File: config.mk
export PLATFORM = sky130hd
export DESIGN_NAME = ro_puf_ctrl_flat
export DESIGN_NICKNAME = d
export VERILOG_FILES = /design/src/rtl/ro_puf_pkg.sv /design/src/rtl/ro_puf_ctrl_if.sv /design/src/rtl/ro_puf_win_timer.sv /design/src/rtl/ro_puf_ctrl.sv /design/src/flat_wrapper.sv
export SDC_FILE = /design/constraint.sdc
export NUM_CORES = 1
export LEC_CHECK = 0
export CAP_MARGIN = 20
export CORE_ASPECT_RATIO = 0.9
export CORE_MARGIN = 3
export CORE_UTILIZATION = 45
export DETAILED_ROUTE_END_ITERATION = 7
export GPL_ROUTABILITY_DRIVEN = 0
export PLACE_DENSITY_LB_ADDON = 0.08
export SETUP_SLACK_MARGIN = 0.2
export SYNTH_ARGS = -nofsm -noshare
export SYNTH_HDL_FRONTEND = slang
export SYNTH_SLANG_ARGS = --single-unit
File: constraint.sdc
create_clock -name clk -period 4.56 [get_ports clk]
set_input_delay 0.456 -clock clk [delete_from_list [all_inputs] [get_ports clk]]
set_output_delay 0.456 -clock clk [all_outputs]
set_load 0.02 [all_outputs]
File: src/rtl/ro_puf_pkg.sv
// Shared types, default constants and the oscillator pair-select helper
// for the ring-oscillator PUF sequencer.
package ro_puf_pkg;

  localparam int N_BITS_DEF        = 8;
  localparam int CNT_W_DEF         = 16;
  localparam int WIN_CYCLES_DEF    = 1024;
  localparam int SETTLE_CYCLES_DEF = 4;

  typedef enum logic [2:0] {
    S_IDLE,
    S_CLEAR,
    S_RUN,
    S_SETTLE,
    S_COMPARE,
    S_DONE
  } state_e;

  typedef struct packed {
    logic [3:0] a;
    logic [3:0] b;
  } sel_pair_t;

  // Offsets both bases by k with 4-bit wrap; a coincident pair would compare an
  // oscillator with itself, so bank B is bumped to the next index.
  function automatic sel_pair_t pair_select(input logic [3:0] base_a,
                                            input logic [3:0] base_b,
                                            input logic [3:0] k);
    sel_pair_t p;
    p.a = base_a + k;
    p.b = base_b + k;
    if (p.a == p.b) p.b = p.a + 4'd1;
    return p;
  endfunction

endpackage

File: src/rtl/ro_puf_ctrl_if.sv
// Host-side request/response bundle of the RO PUF sequencer.
interface ro_puf_ctrl_if #(
  parameter int N_BITS = ro_puf_pkg::N_BITS_DEF
);
  logic              start;
  logic [7:0]        challenge;
  logic              busy;
  logic [N_BITS-1:0] resp;
  logic              resp_valid;
  logic              resp_ready;
  logic              tie;

  modport master (
    output start, challenge, resp_ready,
    input  busy, resp, resp_valid, tie
  );

  modport slave (
    input  start, challenge, resp_ready,
    output busy, resp, resp_valid, tie
  );
endinterface

File: src/rtl/ro_puf_win_timer.sv
// Loadable down-counter timing the CLEAR, RUN and SETTLE phases.
// A phase of D cycles is loaded with D-1; expire is high on its last cycle.
module ro_puf_win_timer #(
  parameter int W = 10
) (
  input  logic         clk,
  input  logic         rst_n,
  input  logic         load,
  input  logic [W-1:0] value,
  output logic         expire
);

  logic [W-1:0] count_q, count_d;

  always_comb begin
    count_d = count_q;
    if (load) count_d = value;
    else if (count_q != '0) count_d = count_q - W'(1);
  end

  always_ff @(posedge clk or negedge rst_n) begin
    if (!rst_n) count_q <= '0;
    else        count_q <= count_d;
  end

  assign expire = (count_q == '0);

endmodule

File: src/rtl/ro_puf_ctrl.sv
// RO PUF sequencer: per response bit clears, runs, settles and compares an
// oscillator pair. Define RO_PUF_MAJORITY_EN for 3-measurement majority voting.
module ro_puf_ctrl
  import ro_puf_pkg::*;
#(
  parameter int N_BITS        = N_BITS_DEF,
  parameter int CNT_W         = CNT_W_DEF,
  parameter int WIN_CYCLES    = WIN_CYCLES_DEF,
  parameter int SETTLE_CYCLES = SETTLE_CYCLES_DEF
) (
  input  logic             clk,
  input  logic             rst_n,
  ro_puf_ctrl_if.slave     host,
  input  logic [CNT_W-1:0] cnt_a,
  input  logic [CNT_W-1:0] cnt_b,
  output logic             osc_en,
  output logic             cnt_clr,
  output logic [3:0]       sel_a,
  output logic [3:0]       sel_b
);

  localparam int TMAX = (WIN_CYCLES > SETTLE_CYCLES) ? WIN_CYCLES : SETTLE_CYCLES;
  localparam int TW   = $clog2(TMAX);
  localparam logic [TW-1:0] CLR_LD = TW'(1);
  localparam logic [TW-1:0] WIN_LD = TW'(WIN_CYCLES - 1);
  localparam logic [TW-1:0] SET_LD = TW'(SETTLE_CYCLES - 1);
  localparam logic [3:0]    K_LAST = 4'(N_BITS - 1);

  state_e            state_q, state_d;
  logic [3:0]        k_q, k_d;
  logic [7:0]        chal_q, chal_d;
  logic [N_BITS-1:0] resp_q, resp_d;
  logic              tie_q, tie_d;
  logic              osc_en_q, osc_en_d;
  logic              cnt_clr_q, cnt_clr_d;
  logic              busy_q, busy_d;
  logic              resp_valid_q, resp_valid_d;
  logic [3:0]        sel_a_q, sel_a_d;
  logic [3:0]        sel_b_q, sel_b_d;
`ifdef RO_PUF_MAJORITY_EN
  logic [1:0]        meas_q, meas_d;
  logic [1:0]        votes_q, votes_d;
`endif

  logic          tmr_load;
  logic [TW-1:0] tmr_value;
  logic          tmr_expire;
  logic          cmp_gt, cmp_eq;
  logic          bit_done, bit_val;
  sel_pair_t     pair;

  ro_puf_win_timer #(.W(TW)) u_timer (
    .clk    (clk),
    .rst_n  (rst_n),
    .load   (tmr_load),
    .value  (tmr_value),
    .expire (tmr_expire)
  );

  assign cmp_gt = (cnt_a > cnt_b);
  assign cmp_eq = (cnt_a == cnt_b);

  always_ff @(posedge clk or negedge rst_n) begin
    if (!rst_n) begin
      state_q      <= S_IDLE;
      k_q          <= '0;
      chal_q       <= '0;
      resp_q       <= '0;
      tie_q        <= 1'b0;
      osc_en_q     <= 1'b0;
      cnt_clr_q    <= 1'b0;
      busy_q       <= 1'b0;
      resp_valid_q <= 1'b0;
      sel_a_q      <= '0;
      sel_b_q      <= '0;
`ifdef RO_PUF_MAJORITY_EN
      meas_q       <= '0;
      votes_q      <= '0;
`endif
    end else begin
      state_q      <= state_d;
      k_q          <= k_d;
      chal_q       <= chal_d;
      resp_q       <= resp_d;
      tie_q        <= tie_d;
      osc_en_q     <= osc_en_d;
      cnt_clr_q    <= cnt_clr_d;
      busy_q       <= busy_d;
      resp_valid_q <= resp_valid_d;
      sel_a_q      <= sel_a_d;
      sel_b_q      <= sel_b_d;
`ifdef RO_PUF_MAJORITY_EN
      meas_q       <= meas_d;
      votes_q      <= votes_d;
`endif
    end
  end

  always_comb begin
    state_d   = state_q;
    k_d       = k_q;
    chal_d    = chal_q;
    resp_d    = resp_q;
    tie_d     = tie_q;
    tmr_load  = 1'b0;
    tmr_value = CLR_LD;
    bit_done  = 1'b0;
    bit_val   = 1'b0;
`ifdef RO_PUF_MAJORITY_EN
    meas_d    = meas_q;
    votes_d   = votes_q;
`endif
    case (state_q)
      S_IDLE: begin
        if (host.start) begin
          state_d  = S_CLEAR;
          chal_d   = host.challenge;
          resp_d   = '0;
          tie_d    = 1'b0;
          k_d      = '0;
          tmr_load = 1'b1;
`ifdef RO_PUF_MAJORITY_EN
          meas_d   = '0;
          votes_d  = '0;
`endif
        end
      end
      S_CLEAR: begin
        if (tmr_expire) begin
          state_d   = S_RUN;
          tmr_load  = 1'b1;
          tmr_value = WIN_LD;
        end
      end
      S_RUN: begin
        if (tmr_expire) begin
          state_d   = S_SETTLE;
          tmr_load  = 1'b1;
          tmr_value = SET_LD;
        end
      end
      S_SETTLE: begin
        if (tmr_expire) state_d = S_COMPARE;
      end
      S_COMPARE: begin
        if (cmp_eq) tie_d = 1'b1;
`ifdef RO_PUF_MAJORITY_EN
        // The first two votes are only tallied; the third resolves the bit.
        if (meas_q != 2'd2) begin
          meas_d   = meas_q + 2'd1;
          votes_d  = votes_q + {1'b0, cmp_gt};
          state_d  = S_CLEAR;
          tmr_load = 1'b1;
        end else begin
          bit_done = 1'b1;
          bit_val  = (votes_q == 2'd2) || ((votes_q == 2'd1) && cmp_gt);
          meas_d   = '0;
          votes_d  = '0;
        end
`else
        bit_done = 1'b1;
        bit_val  = cmp_gt;
`endif
        if (bit_done) begin
          resp_d = resp_q | (N_BITS'(bit_val) << k_q);
          if (k_q == K_LAST) begin
            state_d = S_DONE;
          end else begin
            k_d      = k_q + 4'd1;
            state_d  = S_CLEAR;
            tmr_load = 1'b1;
          end
        end
      end
      S_DONE: begin
        if (host.resp_ready) state_d = S_IDLE;
      end
      default: state_d = S_IDLE;
    endcase
  end

  // Outputs are registered from the next state so they line up with it.
  always_comb begin
    osc_en_d     = (state_d == S_RUN);
    cnt_clr_d    = (state_d == S_CLEAR);
    busy_d       = (state_d != S_IDLE);
    resp_valid_d = (state_d == S_DONE);
    pair         = pair_select(chal_d[3:0], chal_d[7:4], k_d);
    sel_a_d      = sel_a_q;
    sel_b_d      = sel_b_q;
    if (state_d == S_CLEAR) begin
      sel_a_d = pair.a;
      sel_b_d = pair.b;
    end
  end

  assign osc_en          = osc_en_q;
  assign cnt_clr         = cnt_clr_q;
  assign sel_a           = sel_a_q;
  assign sel_b           = sel_b_q;
  assign host.busy       = busy_q;
  assign host.resp       = resp_q;
  assign host.resp_valid = resp_valid_q;
  assign host.tie        = tie_q;

endmodule
File: src/flat_wrapper.sv
// flat-port wrapper written by rule: the top's interface ports become plain ports
module ro_puf_ctrl_flat import ro_puf_pkg::*;
#(
  parameter int N_BITS        = N_BITS_DEF,
  parameter int CNT_W         = CNT_W_DEF,
  parameter int WIN_CYCLES    = WIN_CYCLES_DEF,
  parameter int SETTLE_CYCLES = SETTLE_CYCLES_DEF
)
  (clk, rst_n, cnt_a, cnt_b, osc_en, cnt_clr, sel_a, sel_b, host_start, host_challenge, host_resp_ready, host_busy, host_resp, host_resp_valid, host_tie);
  ro_puf_ctrl_if #(.N_BITS(N_BITS)) host_i ();
  input  logic clk;
  input  logic rst_n;
  input  logic [CNT_W-1:0] cnt_a;
  input  logic [CNT_W-1:0] cnt_b;
  output logic osc_en;
  output logic cnt_clr;
  output logic [3:0] sel_a;
  output logic [3:0] sel_b;
  input wire logic [$bits(host_i.start)-1:0] host_start;
  input wire logic [$bits(host_i.challenge)-1:0] host_challenge;
  input wire logic [$bits(host_i.resp_ready)-1:0] host_resp_ready;
  output wire logic [$bits(host_i.busy)-1:0] host_busy;
  output wire logic [$bits(host_i.resp)-1:0] host_resp;
  output wire logic [$bits(host_i.resp_valid)-1:0] host_resp_valid;
  output wire logic [$bits(host_i.tie)-1:0] host_tie;
  assign host_i.start = host_start;
  assign host_i.challenge = host_challenge;
  assign host_i.resp_ready = host_resp_ready;
  assign host_busy = host_i.busy;
  assign host_resp = host_i.resp;
  assign host_resp_valid = host_i.resp_valid;
  assign host_tie = host_i.tie;
  ro_puf_ctrl #(.N_BITS(N_BITS), .CNT_W(CNT_W), .WIN_CYCLES(WIN_CYCLES), .SETTLE_CYCLES(SETTLE_CYCLES)) u_core (.clk(clk), .rst_n(rst_n), .host(host_i), .cnt_a(cnt_a), .cnt_b(cnt_b), .osc_en(osc_en), .cnt_clr(cnt_clr), .sel_a(sel_a), .sel_b(sel_b));
endmodule
==> flow_metrics.tcl, run 1 <==
set metrics [dict create \
    outcome "finished clean" \
    final_common_cell "clkdlybuf4s50_1" \
    die_w_microns 90.0 \
    start_util 0.483 \
    placed_cell_area_sq_mm 0.00355 \
    setup_violations 0 \
    period_share 0.806 \
    path_class "flip-flop to flip-flop" \
    fmax_mhz 272 \
    rr_endpoint "u_core.sel_b[0]" \
    grt_pass1_vias 2354 \
    rr_startpoint "u_core.state_q[2]" \
    drive_gt1_frac 0.0632 \
    tns_ns 0 \
    start_kind "flip-flop" \
    clkLatencyLatePin_ns 0.31 \
    hold_viol 0 \
    holdCritPathClass "primary input to async pin" \
    cts-resized-gates 0 \
    worst-endpoint-required_ns 4.80 \
    cts_root_buf "clkbuf_8" \
    design_area_sq_mm 0.00370 \
    grt_setup_unrepaired "false" \
    synth.avg_cell_area_sq_um 9.60 \
    antenna_found_initial 0 \
    period_needed_ns 3.67 \
    leakage_uw 0.00170 \
    worstRegToRegCells 13 \
    cts.sinks 46 \
    die-area_sq_mm 0.00735 \
    clk_path_buf_depth 2 \
    relSlewSlack 0.588 \
    worstPathMaxFanout 15 \
    grt_overflow 0 \
    drt_iter0_markers 119 \
    drc_errors 0 \
    cts_buffers 5 \
    syn-cell-area_sq_mm 0.00286 \
    rows 26 \
    worstMarginPinSlew_ns 0.617 \
    die_h_microns 81.6 \
    drv_cap 0 \
    grt_pass1_wl_microns 10900 \
    hpwl_microns 4700 \
    wire_per_inst_microns 13.8 \
    routed_via_density 5.25 \
    fp.coreArea_sq_mm 0.00592 \
    final_cell_mix "63 x clkdlybuf4s50_1, 46 x dfrtp_1, 41 x nand2_1" \
    antenna_left 0 \
    peakVddDrop_mv 0.564 \
    synth-edff-count 0 \
    cts_hold_repair.buffers 0 \
    grt_util_all_layers 0.183 \
    arrival_ns 3.91 \
    clk_pin_slew_ns 0.09 \
    syn-instance-count 298 \
    yosys_warnings 0 \
    fin_skew_ns 0.00831 \
    synth_ff_type "dfrtp_1" \
    synthToLayoutAreaGrowth_pct 29.2 \
    ys_seq_area_frac 0.402 \
    drt_first_pass_iters 5 \
    maxSlewViolCount 0 \
    grt_max_degree 47 \
    async_flop_share 1.00 \
    cts_setup_buffers 0 \
    ys_seq_elements 46 \
    cts_tree "built" \
    cp-end-kind "flip-flop" \
    wirelength_microns 6170 \
    whs_ns 0.488 \
    synth.distinct_cells 48 \
    htreeDepth 2 \
    powerDensity_mw_per_mm2 579 \
    port_buffers 64 \
    syn_nets 369 \
    ios 65 \
    reg2reg_slack_ns 0.89 \
    vias 2354 \
    diodes 0 \
    fin_nets 434 \
]
-- cells in the mapped netlist (2+ instances only) --
master	n	area, sq um
o31ai_1	4	30.0
buf_6	2	22.5
clkbuf_1	4	15.0
nand3_1	6	30.0
dfrtp_1	46	1150
a32o_1	6	60.1
nor4_1	3	18.8
a21oi_1	14	70.1
inv_1	26	97.6
a41o_1	2	20.0
xor2_1	8	70.1
fa_1	2	40.0
nor2_1	14	52.6
xnor2_1	12	105
a31oi_1	2	12.5
buf_2	2	10.0
or3_1	4	25.0
nor3_1	10	50.1
ha_1	25	313
nor2b_1	3	18.8
nand2_1	41	154
xor2_2	2	32.5
o211ai_1	4	30.0
mux2_2	2	22.5
nand4_1	4	25.0
o21ai_0	18	90.1
nor3b_1	5	37.5
a21o_1	7	52.6
-- logic make-up (layout without fill, tap and decap cells) --
| logic type | Yosys count | count (layout) | share of synthesized area |
|---|---|---|---|
| and+or+nand+nor | 97 | 97 | 0.167 |
| AOI/OAI and AO/OA | 66 | 66 | 0.157 |
| DFF | 46 | 46 | 0.402 |
| buffers and inverters | 36 | 102 | 0.0547 |
| adders and majority gates | 27 | 27 | 0.123 |
| xor gates and xnor gates | 23 | 23 | 0.0822 |
| muxes | 3 | 3 | 0.0131 |
-- layer usage --
layer  up-vias  track usage  wire length (microns)  part of all wire
li1       1174            -                      -                 -
met1      1118        0.239                   2960              0.48
met2        56        0.310                   2830              0.46
met3         6       0.0467                    325             0.053
met4         0       0.0459                     50            0.0081
met5         -            0                      0                 0
-- state kept, by name, indices dropped and copies added (netlist names), 3 cells and up --
register                count
u_core.chal_q               8
u_core.host.resp            8
u_core.k_q                  4
u_core.sel_a                4
u_core.sel_b                4
u_core.state_q              3
u_core.u_timer.count_q     10
-- area by class of cell --
class	instances	area (sq um)
clock buffer	5	68.8
timing repair buffer	67	673
clock inverter	3	43.8
inverter	27	101
tap	84	105
sequential	46	1150
multi-input combinational	216	1550
fill	537	2220
-- critical path, stage by stage (launching register included) --
cell     delay, ns
dfrtp_1       0.60
inv_1         0.18
or3_1         0.39
a21oi_1       0.23
nor2_1        0.13
nand2_1       0.08
o21ai_0       0.15
ha_1          0.26
fa_1          0.38
xnor2_1       0.31
xnor2_1       0.19
nand3_1       0.17
or3_1         0.38
a31oi_1       0.16
-- power breakdown --
group	internal (uW)	switching, uW
Combinational	527	625
Clock	164	150
Sequential	555	119
-- metrics by stage --
step,setup WS [ns],cells,total power (uW),utilization
2_1_floorplan,1.40,298,1520,-
3_3_place_gp,0.933,438,1790,0.600
3_5_place_dp,0.850,438,1830,0.600
4_1_cts,0.875,446,2150,0.619
5_1_grt,0.534,448,2340,0.624
6_report,0.887,448,2140,0.624
-- worst max path at each step --
stage	startpoint	endpoint	slack, ns	cells after the start
finish	u_core.state_q[2]	u_core.sel_b[0]	0.89	13
global route	u_core.state_q[2]	u_core.sel_b[0]	0.53	13
CTS	u_core.state_q[2]	u_core.sel_b[0]	0.88	13
detailed placement	host_start	u_core.sel_b[0]	0.85	14
global placement	host_start	u_core.sel_b[0]	0.93	11
floorplan	u_core.state_q[1]	u_core.sel_b[0]	1.40	14
Note: power is estimated with default switching activity, not from simulation.
==> run 2: changes to the inputs <==
- clock period: 4.56 -> 3.4 ns (I/O delays scaled with it)
==> run 2 against run 1 <==
Against the previous run:
- maximum frequency up 20%
- power up 38%
- via count up 2.0%
- critical endpoint is now u_core.sel_b[3]
==> flow_metrics.tcl, run 2 (synthesized netlist as in run 1, its figures left out) <==
set metrics [dict create \
    outcome "finished clean" \
    tns_ns 0 \
    reg2reg_slack_ns 0.35 \
    leakage_uw 0.00178 \
    cts_root_buf "clkbuf_8" \
    final_util 0.656 \
    max_flop_register "u_core.u_timer.count_q" \
    grt_pass1_vias 2204 \
    start_kind "flip-flop" \
    drive_gt1_frac 0.144 \
    grt_setup_unrepaired "false" \
    fin_skew_ns 0.00979 \
    cp_num_buf_inv 3 \
    cp-end-kind "flip-flop" \
    clk_path_buf_depth 2 \
    crit_path_top_delay_cell "dfrtp_1" \
    worst-endpoint-required_ns 3.59 \
    peakVddDrop_mv 0.774 \
    ios 65 \
    path_class "flip-flop to flip-flop" \
    cts_buffers 5 \
    arrival_ns 3.24 \
    routed_via_density 5.16 \
    wirelength_microns 6610 \
    hold_viol 0 \
    die_w_microns 90.0 \
    relSlewSlack 0.584 \
    cp_cell_sequence "buf_4 > nor4b_4 > buf_4 > nand2_1 > and2_1 > inv_1 > ha_1 > a21o_1 > a21oi_2 > xor2_2 > xor2_1 > xor2_1 > o211ai_1" \
    wire_per_inst_microns 14.2 \
    grt_util_all_layers 0.182 \
    design_area_sq_mm 0.00388 \
    fin_nets 451 \
    setup_violations 0 \
    powerDensity_mw_per_mm2 761 \
    whs_ns 0.389 \
    die-area_sq_mm 0.00735 \
    rr_endpoint "u_core.sel_b[3]" \
    grt_overflow 0 \
    port_buffers 64 \
    final_cell_mix "63 x clkdlybuf4s50_1, 44 x dfrtp_1, 41 x nand2_1" \
    final_common_cell "clkdlybuf4s50_1" \
    drt_iter0_markers 111 \
    placed_cell_area_sq_mm 0.00361 \
    holdCritPathClass "primary input to async pin" \
    synthToLayoutAreaGrowth_pct 35.8 \
    maxSlewViolCount 0 \
    fp.coreArea_sq_mm 0.00592 \
    place_ws_ns 0.0360 \
    period_share 0.897 \
    setup_ws_ns 0.349 \
    rows 26 \
    worstPathMaxFanout 14 \
    antenna_left 0 \
    worstRegToRegCells 13 \
    drt_first_pass_iters 4 \
    cp_top_family "XOR/XNOR gates" \
    drv_cap 0 \
    clkLatencyLatePin_ns 0.31 \
    htreeDepth 2 \
    cts_tree "built" \
    start_util 0.483 \
    die_h_microns 81.6 \
    fmax_mhz 328 \
    clk_pin_slew_ns 0.10 \
    worstMarginPinSlew_ns 0.619 \
    grt_max_degree 47 \
    antenna_found_initial 0 \
    drc_errors 0 \
    largest_reg_flops 10 \
    vias 2400 \
    grt_pass1_wl_microns 10800 \
    cts.sinks 46 \
    diodes 0 \
    hpwl_microns 4880 \
    slowest_delay_ns 0.40 \
    period_needed_ns 3.05 \
    rr_startpoint "u_core.state_q[1]" \
]
==> run 2: changes by cell type in the layout (fill, tap and decap cells not counted), moves of 2 or more <==
cell        before  now
nand3_2          1    3
xor2_2           2    4
a21oi_1         14   11
xor2_1           8    6
dfrtp_2          0    2
clkinvlp_4       0    2
a21oi_2          0    2
buf_4            1   18
nand3_1          6    4
dfrtp_1         46   44
==> run 2: repair_timing <==
action	4_1_cts	5_1_grt
pin swaps	0	3
buffers inserted	0	9
endpoints found under the hold margin	0	6
resized for setup	2	16
hold buffers	0	1
setup endpoints to repair	1	4
==> run 2: worst reg2reg max path, delay by kind of cell (launching register included) <==
kind            cells  cell delay (ns)
buf+inv             3             0.52
xor+xnor            3             0.76
flops               1             0.40
fa+ha+maj           1             0.24
compound gates      3             0.50
simple gates        3             0.52
==> run 2: worst max path at each step <==
| stage | start | to | cells past startpoint |
|---|---|---|---|
| after CTS | u_core.k_q[1] | u_core.sel_b[0] | 12 |
| after detailed placement | host_start | u_core.sel_b[3] | 13 |
| after global placement | host_start | u_core.sel_b[2] | 13 |
| after global routing | u_core.state_q[1] | u_core.sel_b[0] | 13 |
| after floorplan | u_core.state_q[1] | u_core.sel_b[0] | 14 |
| final | u_core.state_q[1] | u_core.sel_b[3] | 13 |
==> run 2: final cells by class <==
type / count / area, sq um
Clock buffer: 5 / 68.8
Clock inverter: 3 / 23.8
Fill cell: 512 / 2040
Inverter: 27 / 101
Multi-Input combinational cell: 216 / 1630
Sequential cell: 46 / 1150
Tap cell: 84 / 105
Timing Repair Buffer: 84 / 801
==> run 2: power breakdown <==
part | switching [uW] | internal [uW] | total, uW
combinational | 900 | 801 | 1700
sequential | 155 | 747 | 902
clock | 205 | 147 | 352
==> run 2: per-layer routing <==
metal  track usage  part of all wire  wire length (microns)  vias to the layer above
li1              -                 -                      -                     1203
met1         0.248              0.49                   3230                     1119
met2         0.294              0.45                   2950                       66
met3        0.0449             0.048                    316                       12
met4        0.0489             0.017                    112                        0
met5             0                 0                      0                        -
==> run 2: per-stage QoR <==
stage                     total power, uW  cells
after global routing                 3210    465
after detailed placement             2500    446
after global placement               2460    446
after CTS                            2860    454
final                                2960    465
after floorplan                      2040    298
